[src/rtl/control_unit_pkg.sv]
// Shared definitions for the hardwired control unit: state codes, opcodes,
// datapath function/select codes and the idle control word.
package control_unit_pkg;

    typedef enum logic [2:0] {
        ST_INIT    = 3'd0,
        ST_FETCH_L = 3'd1,
        ST_FETCH_H = 3'd2,
        ST_EXEC    = 3'd3,
        ST_MEM     = 3'd4,
        ST_HALT    = 3'd7
    } state_t;

    typedef enum logic [3:0] {
        OP_AND  = 4'h0, OP_OR   = 4'h1, OP_NOT  = 4'h2, OP_ADD  = 4'h3,
        OP_SUB  = 4'h4, OP_LSR  = 4'h5, OP_LSL  = 4'h6, OP_LD   = 4'h7,
        OP_ST   = 4'h8, OP_MOVI = 4'h9, OP_BRA  = 4'hA, OP_BEQ  = 4'hB,
        OP_BNE  = 4'hC, OP_INC  = 4'hD, OP_DEC  = 4'hE, OP_HLT  = 4'hF
    } opcode_t;

    localparam logic [3:0] ALU_PASS = 4'b0000;
    localparam logic [3:0] ALU_NOT  = 4'b0010;
    localparam logic [3:0] ALU_ADD  = 4'b0100;
    localparam logic [3:0] ALU_SUB  = 4'b0101;
    localparam logic [3:0] ALU_AND  = 4'b0111;
    localparam logic [3:0] ALU_OR   = 4'b1000;
    localparam logic [3:0] ALU_LSL  = 4'b1011;
    localparam logic [3:0] ALU_LSR  = 4'b1100;

    localparam logic [1:0] FUN_CLR  = 2'b00;
    localparam logic [1:0] FUN_LOAD = 2'b01;
    localparam logic [1:0] FUN_DEC  = 2'b10;
    localparam logic [1:0] FUN_INC  = 2'b11;

    localparam logic [1:0] MUX_ALU  = 2'b00;
    localparam logic [1:0] MUX_MEM  = 2'b01;
    localparam logic [1:0] MUX_IMM  = 2'b10;

    localparam logic [1:0] ARF_SEL_AR = 2'd0;
    localparam logic [1:0] ARF_SEL_PC = 2'd3;
    localparam logic [3:0] ARF_EN_AR  = 4'b1000;
    localparam logic [3:0] ARF_EN_PC  = 4'b0001;
    localparam logic [3:0] EN_ALL     = 4'b1111;

    typedef struct packed {
        logic [1:0] outasel;
        logic [1:0] outbsel;
        logic [1:0] funsel_ir;
        logic [1:0] funsel_arf;
        logic [1:0] funsel_rf;
        logic [3:0] funsel_alu;
        logic [3:0] regsel_rf;
        logic [3:0] rf_tsel;
        logic [3:0] regsel_arf;
        logic       wr_mem;
        logic       cs_mem;
        logic       ir_enable;
        logic       ir_lh;
        logic [1:0] mux_a;
        logic [1:0] mux_b;
        logic       mux_c;
        logic [2:0] rf_o1sel;
        logic [2:0] rf_o2sel;
    } ctrl_word_t;

    // Memory chip select is active low, so the idle word keeps it high.
    localparam ctrl_word_t IDLE_WORD = '{cs_mem: 1'b1, default: '0};

    function automatic logic [2:0] rf_sel(input logic [1:0] n);
        return 3'd4 + {1'b0, n};
    endfunction

    function automatic logic is_alu_op(input opcode_t op);
        return op <= OP_LSL;
    endfunction

    function automatic logic [3:0] alu_code(input opcode_t op);
        case (op)
            OP_AND:  return ALU_AND;
            OP_OR:   return ALU_OR;
            OP_NOT:  return ALU_NOT;
            OP_ADD:  return ALU_ADD;
            OP_SUB:  return ALU_SUB;
            OP_LSR:  return ALU_LSR;
            OP_LSL:  return ALU_LSL;
            default: return ALU_PASS;
        endcase
    endfunction

endpackage

[src/rtl/control_unit_if.sv]
// Control bus between the control unit (master) and the datapath (slave).
// No valid/ready: the word is combinational and the datapath takes it every rising clk.
interface control_unit_if;
    logic [15:0] ir_out;
    logic [3:0]  alu_flag;
    logic [1:0]  outasel;
    logic [1:0]  outbsel;
    logic [1:0]  funsel_IR;
    logic [1:0]  funsel_arf;
    logic [1:0]  funsel_rf;
    logic [3:0]  funsel_alu;
    logic [3:0]  regsel_rf;
    logic [3:0]  rf_tsel;
    logic [3:0]  regsel_arf;
    logic        wrMEM;
    logic        csMEM;
    logic        IR_enable;
    logic        IR_lh;
    logic [1:0]  MUXSelA;
    logic [1:0]  MUXSelB;
    logic        MUXSelC;
    logic [2:0]  rf_o1sel;
    logic [2:0]  rf_o2sel;
    logic        halted;
    logic [2:0]  sc;

    modport master (
        input  ir_out, alu_flag,
        output outasel, outbsel, funsel_IR, funsel_arf, funsel_rf, funsel_alu,
               regsel_rf, rf_tsel, regsel_arf, wrMEM, csMEM, IR_enable, IR_lh,
               MUXSelA, MUXSelB, MUXSelC, rf_o1sel, rf_o2sel, halted, sc
    );

    modport slave (
        output ir_out, alu_flag,
        input  outasel, outbsel, funsel_IR, funsel_arf, funsel_rf, funsel_alu,
               regsel_rf, rf_tsel, regsel_arf, wrMEM, csMEM, IR_enable, IR_lh,
               MUXSelA, MUXSelB, MUXSelC, rf_o1sel, rf_o2sel, halted, sc
    );
endinterface

[src/rtl/control_unit_regsel_dec.sv]
// Register index decoder: 2-bit index to one-hot enable (bit 3-n) and RF output select (4+n).
module regsel_dec
    import control_unit_pkg::*;
(
    input  logic [1:0] idx,
    output logic [3:0] onehot,
    output logic [2:0] sel
);
    assign onehot = 4'b1000 >> idx;
    assign sel    = rf_sel(idx);
endmodule

[src/rtl/control_unit.sv]
// Hardwired fetch/decode/execute sequencer driving every control input of the datapath.
// Three-process FSM; the state code is exported on sc for debug.
module control_unit
    import control_unit_pkg::*;
#(
    parameter bit RST_CLEAR = 1'b1
) (
    input logic           clk,
    input logic           rst_n,
    control_unit_if.master bus
);

    state_t     state;
    state_t     next_state;
    logic       z_q;
    ctrl_word_t cw;
    opcode_t    op;
    logic [1:0] dst;
    logic [1:0] s1;
    logic [1:0] s2;
    logic [3:0] dst_en;
    logic [2:0] dst_sel;
    logic       unused_bits;

    assign op  = opcode_t'(bus.ir_out[15:12]);
    assign dst = bus.ir_out[9:8];
    assign s1  = bus.ir_out[5:4];
    assign s2  = bus.ir_out[1:0];
    // The immediate is routed by the datapath itself; only Z matters for branching.
    assign unused_bits = ^{bus.ir_out[11:10], bus.ir_out[7:6], bus.ir_out[3:2],
                           bus.alu_flag[2:0]};

    regsel_dec u_dst_dec (
        .idx    (dst),
        .onehot (dst_en),
        .sel    (dst_sel)
    );

    always_ff @(posedge clk or negedge rst_n) begin
        if (!rst_n) begin
            state <= RST_CLEAR ? ST_INIT : ST_FETCH_L;
        end else begin
            state <= next_state;
        end
    end

    // Branches test the Z captured by the last ALU instruction, not the live flag.
    always_ff @(posedge clk or negedge rst_n) begin
        if (!rst_n) begin
            z_q <= 1'b0;
        end else if (state == ST_EXEC && is_alu_op(op)) begin
            z_q <= bus.alu_flag[3];
        end
    end

    always_comb begin
        next_state = state;
        case (state)
            ST_INIT:    next_state = ST_FETCH_L;
            ST_FETCH_L: next_state = ST_FETCH_H;
            ST_FETCH_H: next_state = ST_EXEC;
            ST_EXEC: begin
                if (op == OP_LD || op == OP_ST) begin
                    next_state = ST_MEM;
                end else if (op == OP_HLT) begin
                    next_state = ST_HALT;
                end else begin
                    next_state = ST_FETCH_L;
                end
            end
            ST_MEM:     next_state = ST_FETCH_L;
            ST_HALT:    next_state = ST_HALT;
            default:    next_state = ST_FETCH_L;
        endcase
    end

    always_comb begin
        cw = IDLE_WORD;
        case (state)
            ST_INIT: begin
                cw.regsel_arf = EN_ALL;
                cw.regsel_rf  = EN_ALL;
                cw.rf_tsel    = EN_ALL;
                cw.funsel_arf = FUN_CLR;
                cw.funsel_rf  = FUN_CLR;
            end
            ST_FETCH_L, ST_FETCH_H: begin
                cw.outbsel    = ARF_SEL_PC;
                cw.cs_mem     = 1'b0;
                cw.ir_enable  = 1'b1;
                cw.funsel_ir  = FUN_LOAD;
                cw.ir_lh      = (state == ST_FETCH_H);
                cw.regsel_arf = ARF_EN_PC;
                cw.funsel_arf = FUN_INC;
            end
            ST_EXEC: begin
                case (op)
                    OP_AND, OP_OR, OP_NOT, OP_ADD, OP_SUB, OP_LSR, OP_LSL: begin
                        cw.rf_o1sel   = rf_sel(s1);
                        cw.rf_o2sel   = rf_sel(s2);
                        cw.mux_c      = 1'b0;
                        cw.funsel_alu = alu_code(op);
                        cw.mux_a      = MUX_ALU;
                        cw.funsel_rf  = FUN_LOAD;
                        cw.regsel_rf  = dst_en;
                    end
                    OP_LD, OP_ST: begin
                        cw.mux_b      = MUX_IMM;
                        cw.funsel_arf = FUN_LOAD;
                        cw.regsel_arf = ARF_EN_AR;
                    end
                    OP_MOVI: begin
                        cw.mux_a     = MUX_IMM;
                        cw.funsel_rf = FUN_LOAD;
                        cw.regsel_rf = dst_en;
                    end
                    OP_BRA, OP_BEQ, OP_BNE: begin
                        if (op == OP_BRA || (op == OP_BEQ && z_q) || (op == OP_BNE && !z_q)) begin
                            cw.mux_b      = MUX_IMM;
                            cw.funsel_arf = FUN_LOAD;
                            cw.regsel_arf = ARF_EN_PC;
                        end
                    end
                    OP_INC: begin
                        cw.funsel_rf = FUN_INC;
                        cw.regsel_rf = dst_en;
                    end
                    OP_DEC: begin
                        cw.funsel_rf = FUN_DEC;
                        cw.regsel_rf = dst_en;
                    end
                    default: ;
                endcase
            end
            ST_MEM: begin
                cw.outbsel = ARF_SEL_AR;
                cw.cs_mem  = 1'b0;
                if (op == OP_ST) begin
                    cw.wr_mem     = 1'b1;
                    cw.rf_o1sel   = dst_sel;
                    cw.mux_c      = 1'b0;
                    cw.funsel_alu = ALU_PASS;
                end else begin
                    cw.wr_mem    = 1'b0;
                    cw.mux_a     = MUX_MEM;
                    cw.funsel_rf = FUN_LOAD;
                    cw.regsel_rf = dst_en;
                end
            end
            default: ;
        endcase
    end

    assign bus.outasel    = cw.outasel;
    assign bus.outbsel    = cw.outbsel;
    assign bus.funsel_IR  = cw.funsel_ir;
    assign bus.funsel_arf = cw.funsel_arf;
    assign bus.funsel_rf  = cw.funsel_rf;
    assign bus.funsel_alu = cw.funsel_alu;
    assign bus.regsel_rf  = cw.regsel_rf;
    assign bus.rf_tsel    = cw.rf_tsel;
    assign bus.regsel_arf = cw.regsel_arf;
    assign bus.wrMEM      = cw.wr_mem;
    assign bus.csMEM      = cw.cs_mem;
    assign bus.IR_enable  = cw.ir_enable;
    assign bus.IR_lh      = cw.ir_lh;
    assign bus.MUXSelA    = cw.mux_a;
    assign bus.MUXSelB    = cw.mux_b;
    assign bus.MUXSelC    = cw.mux_c;
    assign bus.rf_o1sel   = cw.rf_o1sel;
    assign bus.rf_o2sel   = cw.rf_o2sel;
    assign bus.halted     = (state == ST_HALT);
    assign bus.sc         = state;

endmodule
[src/flat_wrapper.sv]
// flat-port wrapper written by rule: the top's interface ports become plain ports
module control_unit_flat import control_unit_pkg::*;
#(
    parameter bit RST_CLEAR = 1'b1
)
  (clk, rst_n, bus_ir_out, bus_alu_flag, bus_outasel, bus_outbsel, bus_funsel_IR, bus_funsel_arf, bus_funsel_rf, bus_funsel_alu, bus_regsel_rf, bus_rf_tsel, bus_regsel_arf, bus_wrMEM, bus_csMEM, bus_IR_enable, bus_IR_lh, bus_MUXSelA, bus_MUXSelB, bus_MUXSelC, bus_rf_o1sel, bus_rf_o2sel, bus_halted, bus_sc);
  control_unit_if bus_i ();
  input logic clk;
  input logic rst_n;
  input wire logic [$bits(bus_i.ir_out)-1:0] bus_ir_out;
  input wire logic [$bits(bus_i.alu_flag)-1:0] bus_alu_flag;
  output wire logic [$bits(bus_i.outasel)-1:0] bus_outasel;
  output wire logic [$bits(bus_i.outbsel)-1:0] bus_outbsel;
  output wire logic [$bits(bus_i.funsel_IR)-1:0] bus_funsel_IR;
  output wire logic [$bits(bus_i.funsel_arf)-1:0] bus_funsel_arf;
  output wire logic [$bits(bus_i.funsel_rf)-1:0] bus_funsel_rf;
  output wire logic [$bits(bus_i.funsel_alu)-1:0] bus_funsel_alu;
  output wire logic [$bits(bus_i.regsel_rf)-1:0] bus_regsel_rf;
  output wire logic [$bits(bus_i.rf_tsel)-1:0] bus_rf_tsel;
  output wire logic [$bits(bus_i.regsel_arf)-1:0] bus_regsel_arf;
  output wire logic [$bits(bus_i.wrMEM)-1:0] bus_wrMEM;
  output wire logic [$bits(bus_i.csMEM)-1:0] bus_csMEM;
  output wire logic [$bits(bus_i.IR_enable)-1:0] bus_IR_enable;
  output wire logic [$bits(bus_i.IR_lh)-1:0] bus_IR_lh;
  output wire logic [$bits(bus_i.MUXSelA)-1:0] bus_MUXSelA;
  output wire logic [$bits(bus_i.MUXSelB)-1:0] bus_MUXSelB;
  output wire logic [$bits(bus_i.MUXSelC)-1:0] bus_MUXSelC;
  output wire logic [$bits(bus_i.rf_o1sel)-1:0] bus_rf_o1sel;
  output wire logic [$bits(bus_i.rf_o2sel)-1:0] bus_rf_o2sel;
  output wire logic [$bits(bus_i.halted)-1:0] bus_halted;
  output wire logic [$bits(bus_i.sc)-1:0] bus_sc;
  assign bus_i.ir_out = bus_ir_out;
  assign bus_i.alu_flag = bus_alu_flag;
  assign bus_outasel = bus_i.outasel;
  assign bus_outbsel = bus_i.outbsel;
  assign bus_funsel_IR = bus_i.funsel_IR;
  assign bus_funsel_arf = bus_i.funsel_arf;
  assign bus_funsel_rf = bus_i.funsel_rf;
  assign bus_funsel_alu = bus_i.funsel_alu;
  assign bus_regsel_rf = bus_i.regsel_rf;
  assign bus_rf_tsel = bus_i.rf_tsel;
  assign bus_regsel_arf = bus_i.regsel_arf;
  assign bus_wrMEM = bus_i.wrMEM;
  assign bus_csMEM = bus_i.csMEM;
  assign bus_IR_enable = bus_i.IR_enable;
  assign bus_IR_lh = bus_i.IR_lh;
  assign bus_MUXSelA = bus_i.MUXSelA;
  assign bus_MUXSelB = bus_i.MUXSelB;
  assign bus_MUXSelC = bus_i.MUXSelC;
  assign bus_rf_o1sel = bus_i.rf_o1sel;
  assign bus_rf_o2sel = bus_i.rf_o2sel;
  assign bus_halted = bus_i.halted;
  assign bus_sc = bus_i.sc;
  control_unit #(.RST_CLEAR(RST_CLEAR)) u_core (.clk(clk), .rst_n(rst_n), .bus(bus_i));
endmodule
[config.mk]
export PLATFORM = sky130hd
export DESIGN_NAME = control_unit_flat
export DESIGN_NICKNAME = d
export VERILOG_FILES = /design/src/rtl/control_unit_pkg.sv /design/src/rtl/control_unit_if.sv /design/src/rtl/control_unit_regsel_dec.sv /design/src/rtl/control_unit.sv /design/src/flat_wrapper.sv
export SDC_FILE = /design/constraint.sdc
export NUM_CORES = 1
export LEC_CHECK = 0
export CAP_MARGIN = 20
export CORE_ASPECT_RATIO = 1.4
export CORE_MARGIN = 2
export CORE_UTILIZATION = 31
export CTS_CLUSTER_SIZE = 10
export DETAILED_ROUTE_END_ITERATION = 8
export GPL_TIMING_DRIVEN = 0
export PLACE_DENSITY = 0.79
export SLEW_MARGIN = 20
export SYNTH_ARGS = -nofsm -noshare
export SYNTH_HDL_FRONTEND = slang
export SYNTH_SLANG_ARGS = --single-unit
[constraint.sdc]
create_clock -name clk -period 1.76 [get_ports clk]
set_input_delay 0.352 -clock clk [delete_from_list [all_inputs] [get_ports clk]]
set_output_delay 0.352 -clock clk [all_outputs]
set_load 0.005 [all_outputs]
== Word-level counts from Yosys, hierarchy flattened ==
Cells that the tools add are included.

* $add $sub $neg: 3
* Multipliers: 0
* Div/mod/pow operators: 0
* Magnitude comparators: 1
* Equal/unequal tests: 20
* Shifts and indexed selects: 1
* Multiplexer cells: 34
* Bitwise gates (word level): 0
* Reduce and logical (&&, ||, !) cells: 16

{| class="wikitable"
|+ Operators with widths
! kind !! count
|-
| 4-bit == test, second input constant || 8
|-
| 4-bit case mux with 7 select lines || 1
|-
| 4-bit case mux with 3 select lines || 2
|-
| 4-bit two-way mux || 5
|-
| 4-bit by 3-bit == test with 1-bit output, second input constant || 4
|-
| 2-bit case mux with 2 select lines || 4
|-
| 3-bit two-way mux || 4
|-
| 3-bit case mux with 4 select lines || 1
|-
| 2-bit two-way mux || 5
|-
| 10-bit OR reduction || 1
|-
| 3-bit by 2-bit adder with 3-bit output, first input constant || 3
|-
| 4-bit by 2-bit == test with 1-bit output, second input constant || 2
|-
| 4-bit case mux with 2 select lines || 1
|-
| 8-bit OR reduction || 1
|-
| 1-bit two-way mux || 7
|-
| 7-bit OR reduction || 1
|-
| 3-bit by 2-bit == test with 1-bit output, second input constant || 2
|-
| 3-bit == test, second input constant || 2
|-
| 6-bit two-way mux || 1
|-
| 2-bit case mux with 3 select lines || 1
|-
| 3-bit case mux with 2 select lines || 1
|-
| 3-bit OR reduction || 2
|-
| 4-bit by 1-bit == test with 1-bit output, second input constant || 1
|-
| 4-bit by 3-bit <= comparator with 1-bit output, second input constant || 1
|-
| 9 further kinds || 14
|}

* Bits in registers: 4
* Latch bits: 0
* Memory bits (writable): 0
* Bits in read-only memories: 0
* Input bits: 22
* Logic and storage cells: 77
* Memories kept: 0

== Depth between registers and ports, before layout ==
* Depth in word-level cells: 7
* Gate-level depth with buffers: 5
* Mapped depth without buffers: 3

== Hierarchy ==
A second synthesis with hierarchy kept.

* Cells, all modules: 110
* Area total of the unflattened synthesis: 789.5 sq um

{| class="wikitable"
|+ By module, submodules not included
! module !! times used !! cells each !! area an instance (sq um) !! sequential area each (sq um)
|-
| control_unit || 1 || 102 || 737.0 || 100.1
|-
| regsel_dec || 1 || 8 || 52.6 || 0.0
|}

== Worst setup path after synthesis ==
Ideal clock, no wire load.

* Path kind: reg-to-output
* Start: register u_core.state[0], in the netlist u_core.bus.sc[0]
* End: output port bus_rf_tsel[1]
* Data arrival time: 1.439 ns
* Data required time: 1.408 ns
* Slack: -0.031 ns
* Cell stages (with the launch flop): 4
* Path through: dfrtp_1 -> buf_2 -> nor3_1 -> buf_4

* Longest elaborated chain between the ends: 2

{| class="wikitable"
|+ RTL lines
! item !! line !! RTL
|-
| start, declared || control_unit.sv:13 || <nowiki>state_t state;</nowiki>
|-
| start signal, assigned || control_unit.sv:41 || <nowiki>state <= RST_CLEAR ? ST_INIT : ST_FETCH_L;</nowiki>
|-
| start signal, assigned || control_unit.sv:43 || <nowiki>state <= next_state;</nowiki>
|-
| 3-bit zero test || control_unit.sv:79 || <nowiki>case (state)</nowiki>
|-
| 4-bit two-way mux || control_unit.sv:79 ||
|-
| end, declared || flat_wrapper.sv:19 || <nowiki>output wire logic [$bits(bus_i.rf_tsel)-1:0] bus_rf_tsel;</nowiki>
|}

Every way passes these cells.

== Worst setup path in the final report ==
* Start: register u_core.state[2], in the netlist u_core.bus.sc[2]
* End: output port bus_regsel_rf[0]

* Longest elaborated chain between the ends: 2
* Elaborated cells on any way between the ends: 4
* Those cells by class: eq/ne (2); mux (1); reduce/logical (1)

{| class="wikitable"
|+ RTL lines
! item !! line !! RTL
|-
| 3-bit == test, or another cell as far along || control_unit.sv:79 ||
|-
| 4-bit case mux with 3 select lines * || control_unit.sv:79 ||
|-
| end, declared || flat_wrapper.sv:18 || <nowiki>output wire logic [$bits(bus_i.regsel_rf)-1:0] bus_regsel_rf;</nowiki>
|}

Mark *: on every way between the ends. The rest lies on a longest branch, timed or not.

==> results.yml <==
synth:
  synth_seq_cells: 4
  postSynthCellCount: 104
  avgSynthCellArea_um2: 7.182
  ys_warn_count: 0
  synth_area_um2: 747.0
  ys_types: 42
  yosysSeqAreaShare_pct: 13.40
power:
  p_leak_nw: 0.9270
  p_int_mw: 1.871
  power_frac_comb_pct: 90.8
  p_sw_mw: 1.215
  sw_frac_of_total_pct: 39.36
  pwr-share-clk_pct: 3.6
  power_frac_seq_pct: 5.6
  p_per_area_nw_per_um2: 1622
  ir_drop_v: 0.0008329
  power_mw: 3.086
routing:
  dr.pass1.iters: 5
  drt_iter0_drc: 33
  drt-vias-per-instance: 5.417
  antenna_left: 0
  wire_per_inst_um: 16.50
  post-route-drc-count: 0
  vias: 1208
  wl_um: 3680
sta:
  hold_viol_final: 0
  worst_slack_ns: -0.2040
  maxSlewViolCount: 0
  fmax_ghz: 0.5092
  clock_skew_ns: 0.0009560
  setup_violations: 30
  finalCritPeriodShare_pct: 111.6
  finalCriticalPeriod_ns: 1.964
  rsz0062_at_grt: "yes"
clock_tree:
  numCtsBuffers: 3
  cts_root_buf: "clkbuf_4"
  clk_pin_slew_ns: 0.04
  clk_latency_ns: 0.23
  clockBufferDepth: 2
  cts_tree: "done"
  h-tree-depth: 1
  cts.sink_count: 4
critical_path:
  worstPathCellList: "buf_6, buf_4, nor3_4, buf_6, buf_6, a41oi_2, o21ai_1, buf_2"
  critical_path.max_stage_delay_ns: 0.39
  path_delay_family: "buffers and inverters"
  r2r-start: "u_core.bus.sc[2]"
  cp-start-kind: "register"
  critPathArrivalTime_ns: 1.61
  cp.buffers_inverters: 5
  worstPathMaxFanout: 4
  ff2ff_setup_slack_ns: 0.22
  required_ns: 1.41
  worstReg2RegEnd: "u_core.z_q"
  crit_path_frequent_cell: "buf_6"
  crit_slowest_cell: "dfrtp_1"
  rr_worst_depth: 5
  crit_type: "reg -> out"
  worst_setup_path_end_kind: "primary output"
floorplan:
  die_h_um: 62.08
  initial_core_util_pct: 31.94
  pin_count: 67
  dieWidth_um: 45.49
  core_um2: 2338
  die-area_um2: 2824
  std_cell_rows: 21
min_path:
  min_path_type: "in -> async"
grt:
  grt_pass1_vias: 1122
  grt_first_pass_wirelength_um: 5009
  grtUsageTotal_pct: 23.83
  overflow: 0
  antenna_found_initial: 0
  grt_max_degree: 11
final_layout:
  fin_util_pct: 81.38
  area_growth_pct: 154.8
  fin_nets: 224
  antennaDiodeCount: 0
  postLayoutCellArea_um2: 1903
  fin_cells: 223
  fillers: 141
  drive_gt1_share_pct: 70.00
run_status:
  violations: "negative setup slack"
  outcome: "finished with violations"
place:
  hpwl_um: 1842
  post_dp_cell_area_um2: 1316
  io_buffer_count: 52
  place_ws_ns: -1.004
  place_congestion: 0.7793
  post-place-cells: 183
flow_run:
  max_cap_viol_count: 0
[worst max-delay path by stage]
stage	start	endpoint	slack (ns)	cells past startpoint
floorplan	u_core.bus.sc[0]	bus_rf_o1sel[0]	0.04	4
finish	u_core.bus.sc[2]	bus_regsel_rf[0]	-0.20	8
global placement	bus_ir_out[14]	bus_regsel_arf[3]	-0.94	6
detailed placement	bus_ir_out[15]	bus_regsel_rf[2]	-1.00	6
CTS	u_core.bus.sc[1]	bus_regsel_rf[3]	-0.20	8
global route	bus_ir_out[8]	bus_regsel_rf[2]	-0.24	5
[layout make-up]
type	instances	area, um2	area share, %
repair buffers	90	784.5	41.22
clock buffers	3	22.52	1.183
well taps	23	28.78	1.512
plain buffers	21	195.2	10.26
inverters	3	11.26	0.5917
flip-flops and latches	4	100.1	5.260
multi-input cells	79	760.7	39.97
[worst reg2reg max path, cell delays in order (launching register included)]
cell and delay [ns]:
dfrtp_1 0.39, buf_6 0.14, nand3b_4 0.20, nor3_4 0.20
buf_6 0.15, mux2_2 0.34
[sequential cells by signal (all words and copies together), names as in the netlist]
signal and cells:
u_core.z_q 1, u_core.bus.sc 3
[cell usage in the layout (no fill, tap or decap), drive strengths merged, types with 2 or more instances in the layout]
cell type      count
a211oi             2
a21oi              2
a22o               2
a31oi              5
a41oi              2
and2               3
buf               89
clkbuf             9
clkdlybuf4s50     10
conb               5
dfrtp              4
dlygate4sd2        4
inv                3
nand2              3
nand3              4
nand3b             3
nor2               7
nor2b              5
nor3               6
nor3b              2
o21ai              8
o21bai             2
xnor2              2
[cell usage after synthesis, drive strengths merged]
library cell / n / area [um2]
a21boi: 1 / 7.510
a21o: 1 / 7.510
nor2b: 5 / 31.28
nand3: 4 / 20.02
or2: 1 / 6.260
nand2: 3 / 11.26
nand2b: 1 / 6.260
o211ai: 1 / 7.510
o21a: 1 / 7.510
nor3b: 2 / 15.01
clkbuf: 4 / 15.01
nor3: 6 / 35.03
a211oi: 2 / 15.01
and2: 3 / 18.77
a21oi: 2 / 10.01
a31oi: 5 / 31.28
a2111oi: 1 / 8.760
nand3b: 3 / 35.03
dfrtp: 4 / 100.1
buf: 18 / 122.6
and3: 1 / 6.260
o21ai: 8 / 40.03
o211a: 1 / 10.01
a22o: 2 / 17.52
mux2: 1 / 11.26
conb: 1 / 3.750
a41oi: 2 / 25.03
nand4: 1 / 6.260
o21bai: 2 / 15.01
nor4: 1 / 6.260
or4b: 1 / 10.01
inv: 3 / 11.26
nor2: 7 / 26.28
and3b: 1 / 8.760
o221a: 1 / 11.26
xor2: 1 / 8.760
xnor2: 2 / 17.52
[cell families after synthesis]
logic type,synth area share (%)
and+or+nand+nor,32.50
AOI/OAI and AO/OA,28.64
buffers and inverters,19.93
DFF,13.40
xor gates and xnor gates,3.518
muxes,1.507
other,0.5020
[power groups by stage]
| stage | combinational, mW | clock, mW | sequential (mW) |
|---|---|---|---|
| finish | 2.80 | 0.111 | 0.174 |
| global route | 2.94 | 0.115 | 0.176 |
| CTS | 2.36 | 0.111 | 0.173 |
| detailed placement | 1.67 | 0 | 0.166 |
| global placement | 1.64 | 0 | 0.162 |
| floorplan | 0.780 | 0 | 0.159 |
[per-layer routing]
metal | share of wire [%] | GRT usage [%] | vias up | wire [um]
met1 | 36 | 26.70 | 586 | 1323
met5 | 0 | 0 | - | 0
li1 | - | - | 555 | -
met2 | 56 | 44.67 | 54 | 2059
met4 | 3.5 | 10.08 | 0 | 129
met3 | 4.5 | 2.023 | 13 | 167
[timing repair]
item | in CTS | in global routing
hold buffers | 0 | 0
pin swaps | 22 | 11
gates resized for setup | 225 | 41
cloned | 2 | 0
setup endpoints to repair | 37 | 33
endpoints found under the hold margin | 0 | 0
buffers inserted | 28 | 15
[stage by stage]
step / hold slack, ns / setup TNS [ns]
3_5_place_dp: 0.5606 / -21.84
4_1_cts: 0.3209 / -1.968
3_3_place_gp: 0.5615 / -21.07
2_1_floorplan: 0.05641 / 0
5_1_grt: 0.3485 / -4.403
6_report: 0.3204 / -3.034
(Power assumes the default switching activity.)
